`src/rtl/rocc_unit_pkg.sv`:
```
// Shared types for the RoCC execute-side responder: scoreboard-facing
// operand/exception records, the accelerator command/response records and
// the pending-operation FIFO entry.
package rocc_unit_pkg;

  localparam int unsigned XLEN          = 64;
  localparam int unsigned TRANS_ID_BITS = 3;

  // Exception cause reported when the accelerator flags a fault.
  localparam logic [XLEN-1:0] ILLEGAL_INSTR = 64'd2;

  typedef struct packed {
    logic [XLEN-1:0]          operand_a;
    logic [XLEN-1:0]          operand_b;
    logic [TRANS_ID_BITS-1:0] trans_id;
  } fu_data_t;

  typedef struct packed {
    logic [XLEN-1:0] cause;
    logic [XLEN-1:0] tval;
    logic            valid;
  } exception_t;

  typedef struct packed {
    logic [6:0]      funct7;
    logic [4:0]      rd;
    logic            xd;
    logic [XLEN-1:0] rs1;
    logic [XLEN-1:0] rs2;
  } rocc_cmd_t;

  typedef struct packed {
    logic [XLEN-1:0] data;
    logic            error;
  } rocc_resp_t;

  // One in-flight operation: its scoreboard tag and whether a response is due.
  typedef struct packed {
    logic [TRANS_ID_BITS-1:0] trans_id;
    logic                     xd;
  } pending_t;

endpackage

```
`src/rtl/rocc_pending_fifo.sv`:
```
// In-order FIFO of issued-but-unretired operations. Besides the usual
// occupancy it keeps a running count of entries that still expect a
// response, so a flush knows how many stale responses to swallow.
module rocc_pending_fifo
  import rocc_unit_pkg::*;
#(
  parameter int unsigned DEPTH = 4
) (
  input  logic                   clk_i,
  input  logic                   rst_ni,
  input  logic                   flush_i,
  input  logic                   push_i,
  input  pending_t               data_i,
  input  logic                   pop_i,
  output pending_t               data_o,
  output logic                   empty_o,
  output logic [$clog2(DEPTH):0] count_o,
  output logic [$clog2(DEPTH):0] xd_cnt_o
);

  localparam int unsigned PW = $clog2(DEPTH);
  localparam int unsigned CW = $clog2(DEPTH) + 1;

  pending_t        mem_q [DEPTH];
  logic [PW-1:0]   wr_ptr_q, rd_ptr_q;
  logic [CW-1:0]   count_q, xd_cnt_q;

  // Entry storage, written at the tail on every accepted push.
  // NOTE: the array has no reset; an entry is only read while count_q says it is valid.
  always_ff @(posedge clk_i) begin
    if (push_i && !flush_i) begin
      mem_q[wr_ptr_q] <= data_i;
    end
  end

  // Pointers and counters; a flush empties the FIFO, pointers wrap naturally.
  // NOTE: sequential state uses <= so every register samples pre-edge values.
  always_ff @(posedge clk_i or negedge rst_ni) begin
    if (!rst_ni) begin
      wr_ptr_q <= '0;
      rd_ptr_q <= '0;
      count_q  <= '0;
      xd_cnt_q <= '0;
    end else if (flush_i) begin
      wr_ptr_q <= '0;
      rd_ptr_q <= '0;
      count_q  <= '0;
      xd_cnt_q <= '0;
    end else begin
      wr_ptr_q <= wr_ptr_q + PW'(push_i);
      rd_ptr_q <= rd_ptr_q + PW'(pop_i);
      count_q  <= count_q + CW'(push_i) - CW'(pop_i);
      xd_cnt_q <= xd_cnt_q + CW'(push_i && data_i.xd) - CW'(pop_i && data_o.xd);
    end
  end

  assign data_o   = mem_q[rd_ptr_q];
  assign empty_o  = (count_q == '0);
  assign count_o  = count_q;
  assign xd_cnt_o = xd_cnt_q;

endmodule

```
`src/rtl/rocc_unit.sv`:
```
// RoCC responder in the execute stage: registers each issued operation as a
// command to the accelerator, tracks it in order, and writes results back to
// the scoreboard. After a flush, responses still owed for squashed operations
// are drained through drop_cnt_q before any new operation can match one.
module rocc_unit
  import rocc_unit_pkg::*;
#(
  parameter int unsigned NR_OUTSTANDING = 4
) (
  input  logic                     clk_i,
  input  logic                     rst_ni,
  input  logic                     flush_i,
  input  fu_data_t                 fu_data_i,
  input  logic                     rocc_valid_i,
  input  logic [6:0]               rocc_funct7_i,
  input  logic [4:0]               rocc_rd_i,
  output logic                     rocc_ready_o,
  output logic                     cmd_valid_o,
  input  logic                     cmd_ready_i,
  output logic [6:0]               cmd_funct7_o,
  output logic [4:0]               cmd_rd_o,
  output logic                     cmd_xd_o,
  output logic [XLEN-1:0]          cmd_rs1_o,
  output logic [XLEN-1:0]          cmd_rs2_o,
  input  logic                     resp_valid_i,
  output logic                     resp_ready_o,
  input  logic [XLEN-1:0]          resp_data_i,
  input  logic                     resp_error_i,
  output logic [TRANS_ID_BITS-1:0] rocc_trans_id_o,
  output logic [XLEN-1:0]          rocc_result_o,
  output exception_t               rocc_exception_o,
  output logic                     rocc_wb_valid_o
);

  localparam int unsigned CW = $clog2(NR_OUTSTANDING) + 1;
  localparam int unsigned DW = $clog2(NR_OUTSTANDING + 1) + 1;

  rocc_cmd_t                cmd_q, cmd_d;
  logic                     cmd_valid_q, cmd_valid_d;
  logic [TRANS_ID_BITS-1:0] cmd_tid_q, cmd_tid_d;
  logic [DW-1:0]            drop_cnt_q, drop_cnt_d;
  logic                     wb_valid_q, wb_valid_d;
  logic [TRANS_ID_BITS-1:0] wb_tid_q, wb_tid_d;
  logic [XLEN-1:0]          wb_result_q, wb_result_d;
  exception_t               wb_exc_q, wb_exc_d;

  pending_t                 head;
  logic                     fifo_empty;
  logic [CW-1:0]            fifo_count, fifo_xd_cnt;
  rocc_resp_t               resp;
  logic                     cmd_fire, issue, draining, drop_take, pop;

  assign resp     = '{data: resp_data_i, error: resp_error_i};
  assign cmd_fire = cmd_valid_q && cmd_ready_i;
  assign issue    = rocc_valid_i && rocc_ready_o;
  assign draining = (drop_cnt_q != '0);

  // The register frees up in the cycle it hands off; the FIFO slot for the
  // command it holds is reserved by counting that command as occupancy.
  assign rocc_ready_o = (!cmd_valid_q || cmd_fire)
                     && (({1'b0, fifo_count} + (CW+1)'(cmd_valid_q)) < (CW+1)'(NR_OUTSTANDING))
                     && !flush_i;

  // Stale responses take priority; a head with xd=0 needs no response at all.
  assign resp_ready_o = draining || fifo_empty || head.xd;
  assign drop_take    = draining && resp_valid_i;
  assign pop          = !fifo_empty && (!head.xd || (resp_valid_i && !draining));

  rocc_pending_fifo #(
    .DEPTH (NR_OUTSTANDING)
  ) i_pending_fifo (
    .clk_i    (clk_i),
    .rst_ni   (rst_ni),
    .flush_i  (flush_i),
    .push_i   (cmd_fire),
    .data_i   ('{trans_id: cmd_tid_q, xd: cmd_q.xd}),
    .pop_i    (pop),
    .data_o   (head),
    .empty_o  (fifo_empty),
    .count_o  (fifo_count),
    .xd_cnt_o (fifo_xd_cnt)
  );

  // Command register: load on issue, clear on handoff or flush.
  // NOTE: every output of this block gets a default first, so no latch is inferred.
  always_comb begin
    cmd_valid_d = cmd_valid_q;
    cmd_d       = cmd_q;
    cmd_tid_d   = cmd_tid_q;
    if (cmd_fire) begin
      cmd_valid_d = 1'b0;
    end
    if (issue) begin
      cmd_valid_d = 1'b1;
      cmd_d       = '{funct7: rocc_funct7_i, rd: rocc_rd_i, xd: (rocc_rd_i != '0),
                      rs1: fu_data_i.operand_a, rs2: fu_data_i.operand_b};
      cmd_tid_d   = fu_data_i.trans_id;
    end
    if (flush_i) begin
      cmd_valid_d = 1'b0;
    end
  end

  // Drop counter: a flush adds every response still owed, minus one the head
  // consumed this cycle, plus one for a command sent during the flush.
  always_comb begin
    drop_cnt_d = drop_cnt_q - DW'(drop_take);
    if (flush_i) begin
      drop_cnt_d = drop_cnt_d + DW'(fifo_xd_cnt) - DW'(pop && head.xd)
                 + DW'(cmd_fire && cmd_q.xd);
    end
  end

  // Writeback staging: capture the retiring head; a flush suppresses the strobe.
  always_comb begin
    wb_valid_d  = pop && !flush_i;
    wb_tid_d    = wb_tid_q;
    wb_result_d = wb_result_q;
    wb_exc_d    = wb_exc_q;
    if (pop) begin
      wb_tid_d    = head.trans_id;
      wb_result_d = head.xd ? resp.data : '0;
      wb_exc_d    = '0;
      if (head.xd && resp.error) begin
        wb_exc_d.valid = 1'b1;
        wb_exc_d.cause = ILLEGAL_INSTR;
      end
    end
  end

  // State registers, all cleared asynchronously.
  always_ff @(posedge clk_i or negedge rst_ni) begin
    if (!rst_ni) begin
      cmd_valid_q <= 1'b0;
      cmd_q       <= '0;
      cmd_tid_q   <= '0;
      drop_cnt_q  <= '0;
      wb_valid_q  <= 1'b0;
      wb_tid_q    <= '0;
      wb_result_q <= '0;
      wb_exc_q    <= '0;
    end else begin
      cmd_valid_q <= cmd_valid_d;
      cmd_q       <= cmd_d;
      cmd_tid_q   <= cmd_tid_d;
      drop_cnt_q  <= drop_cnt_d;
      wb_valid_q  <= wb_valid_d;
      wb_tid_q    <= wb_tid_d;
      wb_result_q <= wb_result_d;
      wb_exc_q    <= wb_exc_d;
    end
  end

  assign cmd_valid_o      = cmd_valid_q;
  assign cmd_funct7_o     = cmd_q.funct7;
  assign cmd_rd_o         = cmd_q.rd;
  assign cmd_xd_o         = cmd_q.xd;
  assign cmd_rs1_o        = cmd_q.rs1;
  assign cmd_rs2_o        = cmd_q.rs2;
  assign rocc_trans_id_o  = wb_tid_q;
  assign rocc_result_o    = wb_result_q;
  assign rocc_exception_o = wb_exc_q;
  assign rocc_wb_valid_o  = wb_valid_q;

  // A response with nothing pending and nothing to drain points at an accelerator bug.
  stray_resp_a : assert property (@(posedge clk_i) disable iff (!rst_ni)
    !(resp_valid_i && !draining && fifo_empty))
    else $warning("rocc_unit: response with no pending operation");

endmodule

```
`config.mk`:
```
export PLATFORM = sky130hd
export DESIGN_NAME = rocc_unit
export DESIGN_NICKNAME = d
export VERILOG_FILES = /design/src/rtl/rocc_unit_pkg.sv /design/src/rtl/rocc_pending_fifo.sv /design/src/rtl/rocc_unit.sv
export SDC_FILE = /design/constraint.sdc
export NUM_CORES = 1
export LEC_CHECK = 0
export ABC_AREA = 1
export CORE_AREA = 2 2 215 217
export DETAILED_ROUTE_END_ITERATION = 8
export DIE_AREA = 0 0 217 219
export GPL_TIMING_DRIVEN = 0
export PLACE_DENSITY = 0.53
export SYNTH_ARGS = -nofsm -noshare
export SYNTH_HDL_FRONTEND = slang
export SYNTH_SLANG_ARGS = --single-unit
```
`constraint.sdc`:
```
create_clock -name clk_i -period 3.1 [get_ports clk_i]
set_clock_uncertainty 0.1 [all_clocks]
set_input_delay 0.62 -clock clk_i [delete_from_list [all_inputs] [get_ports clk_i]]
set_output_delay 0.62 -clock clk_i [all_outputs]
set_load 0.03 [all_outputs]
```
=== After elaboration in Yosys (flattened, before gate mapping) ===
Memories as Yosys holds them, arrays and structs flattened.
Index checks and enable logic that the tools add are counted.

* RAM bits: 16
* Word-level logic and storage cells: 68
* Input port bits: 214
* Output and inout bits: 341
* Memories: 1
* Register bits: 292

{| class="wikitable"
|+ Memory list
! memory !! depth !! bits a word !! read ports !! clocked after memory_dff !! write ports !! line !! text
|-
| i_pending_fifo.mem_q || 4 || 4 || 1 || 0 || 1 || rocc_pending_fifo.sv:24 || <nowiki>pending_t mem_q [DEPTH];</nowiki>
|}

* Multiplexer cells: 13
* Reduce and logical (&&, ||, !) cells: 25
* $lt $le $gt $ge: 1
* Add/sub/neg operators: 11

{| class="wikitable"
|+ Operators with widths
! kind !! count
|-
| 64-bit 2-to-1 mux || 1
|-
| 1-bit logical AND || 12
|-
| 4-bit by 1-bit subtractor with 4-bit output || 2
|-
| 3-bit by 1-bit adder with 3-bit output || 2
|-
| 1-bit 2-to-1 mux || 6
|-
| 2-bit 2-to-1 mux || 3
|-
| 3-bit 2-to-1 mux || 2
|-
| 3-bit by 1-bit subtractor with 3-bit output || 2
|-
| 1-bit zero test || 5
|-
| 5-bit nonzero test || 1
|-
| 2-bit by 1-bit adder with 2-bit output || 2
|-
| 3-bit by 1-bit adder with 4-bit output || 1
|-
| 4-bit by 1-bit adder with 4-bit output || 1
|-
| 4-bit by 3-bit adder with 4-bit output || 1
|-
| 1-bit logical OR || 4
|-
| 4-bit by 3-bit < comparator with 1-bit output (second input constant) || 1
|-
| 4-bit 2-to-1 mux || 1
|-
| 4-bit nonzero test || 1
|-
| 3-bit zero test || 1
|-
| 3-bit nonzero test || 1
|}

=== Longest topological paths before layout ===
Gate-level depths: netlist of run 1.

* Depth in word-level cells: 9
* Gate-level depth with buffers: 18
* Depth with buffers taken out: 16

=== Cells and area by module ===
A second synthesis of run 1 with hierarchy kept.

* Cells, all modules: 1241
* Area, all modules: 11155.7 µm²

{| class="wikitable"
|+ Modules (own cells, without submodules)
! module !! area an instance (µm²) !! instances !! cells each !! seq. area each (µm²)
|-
| rocc_unit || 9944.5 || 1 || 1125 || 5455.2
|-
| rocc_pending_fifo || 1211.2 || 1 || 116 || 730.7
|}

=== Least setup slack after synthesis of run 1 ===
Ideal clock, no wire load.

* Path kind: register -> register
* From: reg i_pending_fifo.rd_ptr_q[0]
* To: reg drop_cnt_q[2]
* Buffers on the path: 3
* Arrival: 2281 ps
* Stages on the path, launching flop included: 15
* Setup time: 128 ps
* Required time: 2872 ps
* Clock period less this slack: 2510 ps
* Path slack: 590 ps
* Cells stage by stage: dfrtp_1 buf_4 nand2_1 nand3_1 nand2_1 inv_2 buf_4 buf_4 nand3_1 nand2_1 fa_1 fa_1 xnor2_1 nand2_1 o21ai_0

* Cells in the longest elaborated chain, start to end: 8

{| class="wikitable"
|+ Ends and longest elaborated chain
! item !! line !! text
|-
| start: declaration || rocc_pending_fifo.sv:25 || <nowiki>logic [PW-1:0] wr_ptr_q, rd_ptr_q;</nowiki>
|-
| start signal: assignment || rocc_pending_fifo.sv:51 || <nowiki>rd_ptr_q <= rd_ptr_q + PW'(pop_i);</nowiki>
|-
| memory 4 x 4 bit * || n/a ||
|-
| 1-bit zero test || rocc_unit.sv:67 || <nowiki>assign pop = !fifo_empty && (!head.xd || (resp_valid_i && !draining));</nowiki>
|-
| 1-bit logical OR || rocc_unit.sv:67 ||
|-
| 1-bit logical AND || rocc_unit.sv:67 ||
|-
| 1-bit logical AND * || rocc_unit.sv:109 || <nowiki>drop_cnt_d = drop_cnt_d + DW'(fifo_xd_cnt) - DW'(pop && head.xd)</nowiki>
|-
| 4-bit by 1-bit subtractor with 4-bit output * || rocc_unit.sv:109 ||
|-
| 4-bit by 1-bit adder with 4-bit output * || rocc_unit.sv:110 || <nowiki>+ DW'(cmd_fire && cmd_q.xd);</nowiki>
|-
| 4-bit 2-to-1 mux * || rocc_unit.sv:108 || <nowiki>if (flush_i) begin</nowiki>
|-
| via drop_cnt_d[2] || rocc_unit.sv:41 || <nowiki>logic [DW-1:0] drop_cnt_q, drop_cnt_d;</nowiki>
|-
| end signal: assignment || rocc_unit.sv:146 || <nowiki>drop_cnt_q <= drop_cnt_d;</nowiki>
|-
| end: declaration || rocc_unit.sv:41 ||
|}

The timed path passes the listed nets; every way through them passes the cells marked *.
A chain may end at the register's enable or synchronous reset.

=== Worst setup path after layout of run 1 ===
Same ends and word-level chain as after synthesis.

==> results by group, run 1 <==
Synthesis
  • Synth top area cells: dfrtp_1 50%, nand2_1 13%, buf_4 9.4%
  • Synth area leader: dfrtp_1
  • Syn Std Cell Area: 11400 µm²
  • Library cells used by synthesis: 27
  • Mean Syn Cell Area: 9.10 µm²
  • Yosys top cell area share: 0.499
  • Register bit count reported by yosys: around 240
  • Post-Syn Instances: 1257
  • Sequential share of the synthesized area: 0.541
  • Yosys Warn Count: 0

Layout
  • Fillcell total: 4583
  • Nets: 2073
  • Fin area: 18100 µm²
  • Area growth syn-to-layout: 58.2%
  • Share of post-route cells with drive strength above 1: 0.139

Critical path
  • Worst path required time: 3.44 ns
  • CP Data Arrival Time: ~3.2 ns
  • Crit. path cell count: 15
  • Slowest cell on the critical path: fa_1
  • CP max stage delay: around 0.43 ns
  • Crit path cell chain: buf_4, inv_2, nand2_1, nand3_1, nand2_1, inv_2, buf_4, nand2_1, nand2_1, nand2_1, fa_1, fa_1, xnor2_1, nand2_1, o21ai_0
  • Launch point of the worst reg-to-reg path: i_pending_fifo.rd_ptr_q[0]
  • WP buf/inv: 4
  • Worst path most repeated cell: nand2_1
  • Capturing point of the worst reg2reg path: drop_cnt_q[2]
  • Top Family by Delay on Critical Path: adder cells
  • Worst r2r path cells: 15
  • Critical path endpoint category: flip-flop
  • Origin of the worst setup path: i_pending_fifo.rd_ptr_q[0]
  • Critical Setup Path Class: reg2reg
  • CP max FO: 10
  • Crit path launch type: flip-flop
  • Critical Path End: drop_cnt_q[2]
  • R2r setup slk: 0.23 ns

STA
  • Slew headroom: 0.516
  • Tcrit/Tclk final: 0.927
  • Worst-Margin Slew: between 0.7 and 0.8 ns
  • Fmax: around 0.35 GHz
  • Max-slew violations: 0
  • Hold Fails Final Rpt: 0
  • RSZ-0062 raised after global routing: yes
  • # setup viols final: 0
  • Setup_tns: 0 ns
  • Fin crit period: 2.87 ns

GRT
  • Vias in the first global route: between 10000 and 15000
  • First-pass GRT wire length: 61.2 mm
  • Largest net degree at the start of global routing: 100
  • Initial antenna violation count: 1
  • GRT Residual Overflow: 0
  • GR Util All Layers: 0.164

Route
  • DRC viols: 0
  • 1st-pass router iterations: 5
  • First DRT Iteration DRCs: 541
  • Final wirelength: 40.5 mm
  • Post-route ant nets: 0
  • Vias per cell: 4.25
  • Vias: 10487
  • Drt wl/cell: 16.4 µm

Clock tree
  • Clk Latency, worst-skew pair: 0.56 ns
  • Sink Count: between 200 and 250
  • Root buffer cell: clkbuf_16
  • Clk pin slew, worst setup/hold paths: 0.06 ns
  • # H-tree levels: 1
  • CTS Buffer Depth: 3
  • CTS tree: yes
  • Total CTS buffers: 31

Place
  • Routability cong.: between 0.8 and 0.9
  • HPWL after DPL: 30.1 mm
  • IO Port Bufs: ~430
  • Placed cell area: 17000 µm²

Pwr
  • Power, Total: 15.6 mW
  • Worst VDD drop: 0.542 mV
  • P per Cell Area: 861 nW/µm²
  • Lkg Pwr: 8.92 nW

Floorplanning
  • Die area: 47500 µm²
  • Num rows: between 70 and 80
  • Die width: between 200 and 250 µm
  • Initial Util: 0.254
  • Number of top-level pins: approximately 560
  • Die height: approximately 220 µm
  • Core area: 45100 µm²

Run
  • MaxCap Viol Count: 0

Hold path
  • Worst hold path class: in2reg

Outcome
  • Outcome: complete, no violations
what timing repair did:
| action | in CTS | in global routing |
|---|---|---|
| endpoints found under the hold margin | 46 | 0 |
| endpoints found under the setup margin | 1 | 2 |
| hold buffers | 1 | 0 |
| gates resized for setup | 3 | 4 |
| buffers inserted | 0 | 0 |
area by class of cell:
type | count | area [µm²] | area share
diodes | 1 | 2.50 | 0.000138
plain buffers | 221 | 1470 | 0.0814
clock buffers | 39 | 846 | 0.0467
clock inverters | 19 | 248 | 0.0137
inverters | 35 | 131 | 0.00726
multi-input cells | 882 | 4130 | 0.228
flip-flops and latches | 244 | 6190 | 0.342
well taps | 600 | 751 | 0.0415
repair buffers | 428 | 4330 | 0.239
where the power goes:
part	internal (mW)	total, mW	switching (mW)	leakage (nW)
Sequential	4.19	4.78	0.593	3.08
Combinational	2.69	6.96	4.27	5.30
Clock	2.35	3.85	1.49	0.535
Total	9.23	15.6	6.35	8.92
synthesized netlist by cell type, drive strengths merged:
| cell type | instances |
|---|---|
| xnor2 | 4 |
| edfxtp | 16 |
| a21oi | 4 |
| o21ai | 10 |
| clkbuf | 27 |
| conb | 1 |
| o22ai | 3 |
| buf | 195 |
| nand4 | 147 |
| nor2 | 27 |
| nand3 | 146 |
| xor2 | 1 |
| nand2 | 390 |
| ha | 12 |
| dfrtp | 228 |
| mux2i | 2 |
| fa | 4 |
| inv | 35 |
| nor3 | 4 |
| nand3b | 1 |
layout by cell type, fill, tap and decap left out, types with 4 or more instances in the layout:
cell type and count:
clkdlybuf4s50_1 422, nand2_1 387, dfrtp_1 228, nand4_1 147
nand3_1 145, buf_4 143, conb_1 127, buf_2 40
inv_1 32, clkbuf_1 31, clkbuf_16 31, nor2_1 24
edfxtp_1 16, ha_1 12, o21ai_0 10, buf_6 7
clkinv_2 6, bufinv_16 5, clkinv_4 5, xnor2_1 4
nor3_1 4, a21oi_1 4, fa_1 4, clkbuf_8 4
cells by family (layout without fill, tap and decap cells):
logic type	after synthesis	after routing	share of synthesized area
buffers and inverters	257	742	0.140
other	1	128	0.000328
AO/OA/AOI/OAI	17	17	0.00776
multiplexers	2	2	0.00175
XOR/XNOR	5	5	0.00383
AND/OR/NAND/NOR	715	715	0.285
adder cells (fa/ha/maj)	16	16	0.0201
flip-flops	244	244	0.541
per-stage QoR:
step                      hold slack (ns)  utilization  std cells  worst slack (ns)
final                               0.299        0.401       2469             0.225
after floorplan                     0.224            -       1383             0.590
after CTS                           0.266        0.401       2468            0.0273
after detailed placement            0.365        0.377       2410            -0.256
after global placement              0.362        0.375       2408             -9.39
after global routing                0.290        0.401       2468          -0.00181
worst register-to-register path: cells and delay by family, from the launching register on:
family / cells / cell delay, ns
flip-flops: 1 / 0.39
AND/OR/NAND/NOR: 7 / 0.57
adder cells (fa/ha/maj): 2 / 0.82
XOR/XNOR: 1 / 0.13
buffers and inverters: 4 / 0.65
AO/OA/AOI/OAI: 1 / 0.08
registers in the layout (all words and copies together), names as in the netlist:
name                     flops
i_pending_fifo.count_o       3
cmd_tid_q                    3
cmd_rs2_o                   64
rocc_trans_id_o              3
cmd_valid_o                  1
i_pending_fifo.rd_ptr_q      2
rocc_result_o               64
rocc_wb_valid_o              1
cmd_rd_o                     5
i_pending_fifo.wr_ptr_q      2
cmd_funct7_o                 7
i_pending_fifo.xd_cnt_o      3
rocc_exception_o             1
cmd_rs1_o                   64
i_pending_fifo.mem_q        16
cmd_xd_o                     1
drop_cnt_q                   4
worst min-delay path by stage:
stage	startpoint	endpoint	slack [ns]	cells past startpoint
after floorplan	rst_ni	cmd_funct7_o[0]	0.22	0
after global placement	cmd_rs2_o[24]	cmd_rs2_o[24]	0.36	2
after detailed placement	cmd_rs1_o[43]	cmd_rs1_o[43]	0.36	2
after CTS	flush_i	drop_cnt_q[0]	0.27	2
after global routing	flush_i	drop_cnt_q[0]	0.29	2
final	flush_i	drop_cnt_q[0]	0.30	2
layer usage:
| metal | vias to the layer above | track usage | wire [µm] |
|---|---|---|---|
| met5 | - | 0 | 0 |
| met4 | 0 | 0.0468 | 1140 |
| met3 | 61 | 0.0651 | 4040 |
| met2 | 363 | 0.275 | 19300 |
| met1 | 4936 | 0.194 | 16000 |
| li1 | 5127 | - | - |
No activity file was read; power rests on OpenSTA's default activity.
==> inputs of run 2 (changes only) <==
--- a/config.mk
+++ b/config.mk
@@ -6,11 +6,13 @@
 export NUM_CORES = 1
 export LEC_CHECK = 0
 export ABC_AREA = 1
+export ABC_CLOCK_PERIOD_IN_PS = 3100
 export CORE_AREA = 2 2 215 217
 export DETAILED_ROUTE_END_ITERATION = 8
 export DIE_AREA = 0 0 217 219
 export GPL_TIMING_DRIVEN = 0
 export PLACE_DENSITY = 0.53
+export RECOVER_POWER = 50
 export SYNTH_ARGS = -nofsm -noshare
 export SYNTH_HDL_FRONTEND = slang
 export SYNTH_SLANG_ARGS = --single-unit
==> run 2 against run 1 <==
  * Non-clock buffer count stayed put
  * Worst setup slack worse by 0.0014 ns
  * Design area is 0.15% lower
  * Power hardly changed
  * Critical path type unchanged
==> results by group, run 2 (synthesized netlist as in run 1, its figures left out) <==
Outcome
  • Outcome: complete, no violations

Pwr
  • Pint: 9.23 mW
  • P per Cell Area: 862 nW/µm²
  • Power, Total: 15.6 mW
  • Switching Power: roughly 6.3 mW
  • Worst VDD drop: 0.542 mV
  • Power share of the clock group: 0.247
  • Lkg Pwr: 8.91 nW
  • Sw Ratio: 0.407
  • Combinational share of power: 0.446
  • Flop pwr share: 0.307

Critical path
  • Crit path cell chain: buf_4, inv_2, nand2_1, nand3_1, nand2_1, inv_2, buf_4, nand2_1, nand2_1, nand2_1, fa_1, fa_1, xnor2_1, nand2_1, o21ai_0
  • Worst path required time: 3.44 ns
  • Launch point of the worst reg-to-reg path: i_pending_fifo.rd_ptr_q[0]
  • CP max FO: 10
  • Origin of the worst setup path: i_pending_fifo.rd_ptr_q[0]
  • Crit. path cell count: 15
  • Worst r2r path cells: 15
  • CP Data Arrival Time: 3.21 ns
  • Top Family by Delay on Critical Path: adder cells
  • Worst path most repeated cell: nand2_1
  • CP max stage delay: 0.43 ns
  • Slowest cell on the critical path: fa_1
  • R2r setup slk: between 0.2 and 0.25 ns
  • Capturing point of the worst reg2reg path: drop_cnt_q[2]
  • WP buf/inv: 4
  • Critical path endpoint category: flip-flop
  • Critical Path End: drop_cnt_q[2]
  • Crit path launch type: flip-flop
  • Critical Setup Path Class: reg2reg

STA
  • # setup viols final: 0
  • Worst-Margin Slew: roughly 1.4 ns
  • Fmax: 0.348 GHz
  • Hold Fails Final Rpt: 0
  • Fin crit period: 2.88 ns
  • Max-slew violations: 0
  • Slew headroom: 0.0808
  • Final worst setup slack: 0.224 ns
  • WHS: 0.297 ns
  • Tcrit/Tclk final: 0.928
  • RSZ-0062 raised after global routing: yes

Route
  • Final wirelength: roughly 40 mm
  • First DRT Iteration DRCs: 520
  • Vias per cell: 4.25
  • Drt wl/cell: 16.4 µm
  • DRC viols: 0
  • Post-route ant nets: 0
  • 1st-pass router iterations: 4
  • Vias: 10483

Layout
  • Non-filler cells, final: 2469
  • Fillcell total: 4587
  • Share of post-route cells with drive strength above 1: 0.139
  • Layout Utilization: 0.401
  • Commonest non-fill, non-tap cell in the layout: clkdlybuf4s50_1
  • Nets: between 2000 and 2500
  • Commonest non-fill, non-tap cells in the layout: 421 x clkdlybuf4s50_1, 387 x nand2_1, 228 x dfrtp_1
  • Area growth syn-to-layout: 57.9%

GRT
  • GRT Residual Overflow: 0
  • GR Util All Layers: 0.164
  • Largest net degree at the start of global routing: 100
  • Vias in the first global route: 10393
  • First-pass GRT wire length: 61.2 mm
  • Initial antenna violation count: 2

Clock tree
  • Clk pin slew, worst setup/hold paths: 0.06 ns
  • CTS Buffer Depth: 3
  • Total CTS buffers: 31
  • Sink Count: 244
  • CTS tree: yes
  • Clk Latency, worst-skew pair: 0.56 ns
  • Root buffer cell: clkbuf_16
  • Post-CTS Setup Bufs: 0
  • # H-tree levels: 1

Place
  • IO Port Bufs: ~430
  • Setup slack at placement: -0.256 ns
  • Routability cong.: around 0.88
  • HPWL after DPL: ~30 mm
  • Total placed cells including tap cells: around 2400

Hold path
  • Worst hold path class: in2reg
  • WHS Path Cells: 2

Run
  • MaxCap Viol Count: 0

Floorplanning
  • Die height: roughly 220 µm
  • Die area: 47500 µm²
  • Die width: ~220 µm
  • Num rows: 78
  • Core area: 45100 µm²
  • Initial Util: 0.254
  • Number of top-level pins: 555
[run 2: cell types whose count changed in the layout (fill, tap and decap cells not counted), sizes merged]
cell           before  now
buf               196  195
clkbuf             67   68
clkdlybuf4s50     422  421
dlygate4sd3         1    2
[run 2: routing by layer]
layer	up-vias	track usage	wire [µm]
met5	-	0	0
met4	0	0.0468	1160
met3	63	0.0651	4030
met2	367	0.275	19300
met1	4924	0.194	16000
li1	5129	-	-
[run 2: how the worst min path moves through the flow]
stage                 endpoint     startpoint  slack, ns
2_1_floorplan  cmd_funct7_o[0]         rst_ni       0.22
3_3_place_gp     cmd_rs2_o[24]  cmd_rs2_o[24]       0.36
3_5_place_dp     cmd_rs1_o[43]  cmd_rs1_o[43]       0.36
4_1_cts          drop_cnt_q[0]        flush_i       0.27
5_1_grt          drop_cnt_q[0]        flush_i       0.29
6_report         drop_cnt_q[0]        flush_i       0.30
[run 2: metrics by stage]
stage | setup TNS (ns) | cell area [µm²]
2_1_floorplan | 0 | 11900
6_report | 0 | 18100
4_1_cts | 0 | 18100
3_3_place_gp | -2129.78 | 16900
5_1_grt | -0.00181 | 18100
3_5_place_dp | -0.777 | 17000
[run 2: power groups by stage]
stage	clock, mW	combinational [mW]	sequential, mW
global route	4.11	7.50	4.91
detailed placement	0	7.01	4.80
finish	3.84	6.95	4.78
global placement	0	6.98	4.81
CTS	3.97	7.03	4.78
floorplan	0	2.28	6.49
[run 2: layout make-up]
class,instances,area (µm²),area share
flip-flops and latches,244,6190,0.342
repair buffers,428,4300,0.238
multi-input cells,882,4130,0.229
plain buffers,221,1470,0.0815
clock buffers,39,846,0.0468
well taps,600,751,0.0415
clock inverters,19,248,0.0137
inverters,35,131,0.00727
diodes,1,2.50,0.000138
[run 2: what timing repair did]
action                                 4_1_cts  5_1_grt
gates resized for setup                      3        4
hold buffers                                 1        0
endpoints found under the hold margin       46        0
setup endpoints to repair                    1        2
==> inputs of run 3 (changes only) <==
--- a/config.mk
+++ b/config.mk
@@ -7,11 +7,11 @@
 export LEC_CHECK = 0
 export ABC_AREA = 1
 export ABC_CLOCK_PERIOD_IN_PS = 3100
-export CORE_AREA = 2 2 215 217
+export CORE_AREA = 8 8 209 211
 export DETAILED_ROUTE_END_ITERATION = 8
 export DIE_AREA = 0 0 217 219
 export GPL_TIMING_DRIVEN = 0
-export PLACE_DENSITY = 0.53
+export PLACE_DENSITY = 0.59
 export RECOVER_POWER = 50
 export SYNTH_ARGS = -nofsm -noshare
 export SYNTH_HDL_FRONTEND = slang
==> constraint.sdc (replaced) <==
create_clock -name clk_i -period 3.1 [get_ports clk_i]
set_clock_uncertainty 0.1 [all_clocks]
set_input_delay 0.62 -clock clk_i [delete_from_list [all_inputs] [get_ports clk_i]]
set_output_delay 0.62 -clock clk_i [all_outputs]
set_load 0.05 [all_outputs]
==> run 3 against run 2 <==
  * The flow now finishes with violations (capacitance limit, slew limit)
  * Design area is 0.65% lower
  * Critical endpoint is now resp_ready_o
  * Clock-buffer cell count decreased by 2
  * Worst setup slack worse by 0.064 ns
  * Cell count decreased by 2.8%
  * Register-to-register slack about the same
  * Die area is the same
  * Sequential power barely moved
  * Combinational power up 22%
  * Hold slack gained 0.0081 ns
==> results by group, run 3 (synthesized netlist as in run 1, its figures left out) <==
Layout
  • Nets: around 2100
  • Commonest non-fill, non-tap cells in the layout: 421 x clkdlybuf4s50_1, 387 x nand2_1, 228 x dfrtp_1
  • Non-filler cells, final: 2400
  • Area growth syn-to-layout: 56.9%
  • Fin area: 18000 µm²
  • Commonest non-fill, non-tap cell in the layout: clkdlybuf4s50_1
  • Share of post-route cells with drive strength above 1: 0.131

Floorplanning
  • Die width: 217 µm
  • Number of top-level pins: 555
  • Num rows: 74
  • Die area: 47500 µm²
  • Initial Util: 0.283
  • Core area: 40400 µm²
  • Die height: about 220 µm

Route
  • Vias: 10540
  • DRC viols: 0
  • Vias per cell: 4.39
  • Post-route ant nets: 0
  • 1st-pass router iterations: 5
  • Drt wl/cell: 17.9 µm
  • Final wirelength: 43.0 mm
  • First DRT Iteration DRCs: roughly 620

Critical path
  • Launch point of the worst reg-to-reg path: i_pending_fifo.rd_ptr_q[0]
  • CP max FO: 9
  • CP Data Arrival Time: 2.22 ns
  • Origin of the worst setup path: i_pending_fifo.rd_ptr_q[0]
  • Critical path endpoint category: output port
  • Worst path required time: between 2 and 2.5 ns
  • Crit path launch type: flip-flop
  • Critical Setup Path Class: reg2out

Pwr
  • Flop pwr share: 0.280
  • Lkg Pwr: 8.87 nW
  • Sw Ratio: 0.459
  • Switching Power: around 7.9 mW
  • Pint: 9.26 mW
  • P per Cell Area: 954 nW/µm²
  • Worst VDD drop: 0.674 mV
  • Combinational share of power: 0.495
  • Power share of the clock group: 0.225

Hold path
  • Hold Crit Start: flush_i
  • Worst hold path class: in2reg

GRT
  • GR Util All Layers: 0.172
  • First-pass GRT wire length: about 65 mm
  • Vias in the first global route: 10555
  • Initial antenna violation count: 4
  • Largest net degree at the start of global routing: 96
  • GRT Residual Overflow: 0

Clock tree
  • CTS tree: yes
  • # H-tree levels: 1
  • Clk Latency, worst-skew pair: 0.57 ns
  • CTS Buffer Depth: 3
  • Clk pin slew, worst setup/hold paths: roughly 0.060 ns
  • Sink Count: 244
  • Total CTS buffers: 30
  • Root buffer cell: clkbuf_16

STA
  • Max-slew violations: between 60 and 70
  • # setup viols final: 0
  • Tcrit/Tclk final: 0.948
  • Hold Fails Final Rpt: 0
  • Slew headroom: -0.156
  • Fin crit period: approximately 2.9 ns
  • RSZ-0062 raised after global routing: no
  • Final worst setup slack: around 0.16 ns
  • Worst-Margin Slew: between 1.5 and 2 ns
  • Fmax: 0.340 GHz

Place
  • HPWL after DPL: 33.2 mm
  • IO Port Bufs: 425
  • Placed cell area: 16900 µm²
  • Routability cong.: 0.875
  • Setup slack at placement: -0.205 ns
  • Total placed cells including tap cells: 2342

Outcome
  • Failing checks: capacitance limit, slew limit
  • Outcome: complete, but fails checks

Run
  • MaxCap Viol Count: 1
run 3: changes by cell type in the layout (fill, tap and decap cells not counted), sizes merged, moves of 2 or more:
cell    change
buf        -10
bufinv      +2
clkbuf     +10
clkinv      -3
run 3: metrics by stage:
stage,hold WS (ns),TNS [ns],power [mW],utilization
after floorplan,0.224,0,10.2,-
after global placement,0.362,-2082.28,13.3,0.417
after detailed placement,0.365,-0.626,13.4,0.419
after CTS,0.272,0,17.4,0.446
after global routing,0.285,0,18.1,0.445
final,0.305,0,17.1,0.445
run 3: worst paths after layout:
path	to	slack, ns	cells past startpoint
max	resp_ready_o	0.16	7
min reg2reg	cmd_rs2_o[48]	0.38	2
min	drop_cnt_q[1]	0.31	2
max in group asynchronous	cmd_rs2_o[37]	0.50	3
min in group asynchronous	rocc_result_o[10]	0.95	2
max reg2reg	i_pending_fifo.count_o[2]	0.23	15
run 3: area by class of cell:
| class | instances | area (µm²) |
|---|---|---|
| clock buffer | 37 | 797 |
| fill | 3960 | 22400 |
| inverter | 35 | 131 |
| buffer | 221 | 1450 |
| tap | 532 | 666 |
| antenna | 1 | 2.50 |
| sequential | 244 | 6190 |
| multi-input combinational | 882 | 4130 |
| clock inverter | 19 | 297 |
| timing repair buffer | 429 | 4300 |
run 3: power groups by stage:
stage	clock [mW]	combinational (mW)	sequential (mW)
2_1_floorplan	0	2.43	7.82
3_3_place_gp	0	8.51	4.81
3_5_place_dp	0	8.55	4.81
4_1_cts	3.98	8.57	4.80
5_1_grt	4.11	9.03	4.91
6_report	3.86	8.47	4.79
run 3: per-layer routing:
layer | GRT usage | routed length, µm | part of all wire | up-vias
met4 | 0.0433 | 815 | 0.019 | 4
li1 | - | - | - | 5115
met1 | 0.200 | 16700 | 0.39 | 4969
met5 | 0 | 27 | 0.00063 | -
met2 | 0.295 | 21000 | 0.49 | 397
met3 | 0.0690 | 4440 | 0.10 | 55
run 3: timing repair:
item,4_1_cts,5_1_grt
buffers inserted,0,1
endpoints found under the setup margin,2,3
endpoints found under the hold margin,61,0
gates resized for setup,6,2
hold buffers,1,0
run 3: worst max-delay path: stages (launching register included):
cell and delay, ns:
dfrtp_1 0.39, buf_4 0.17, inv_2 0.11, nand2_1 0.07
nand3_1 0.08, nand2_1 0.17, nand3_1 0.11, dlygate4sd2_1 0.56
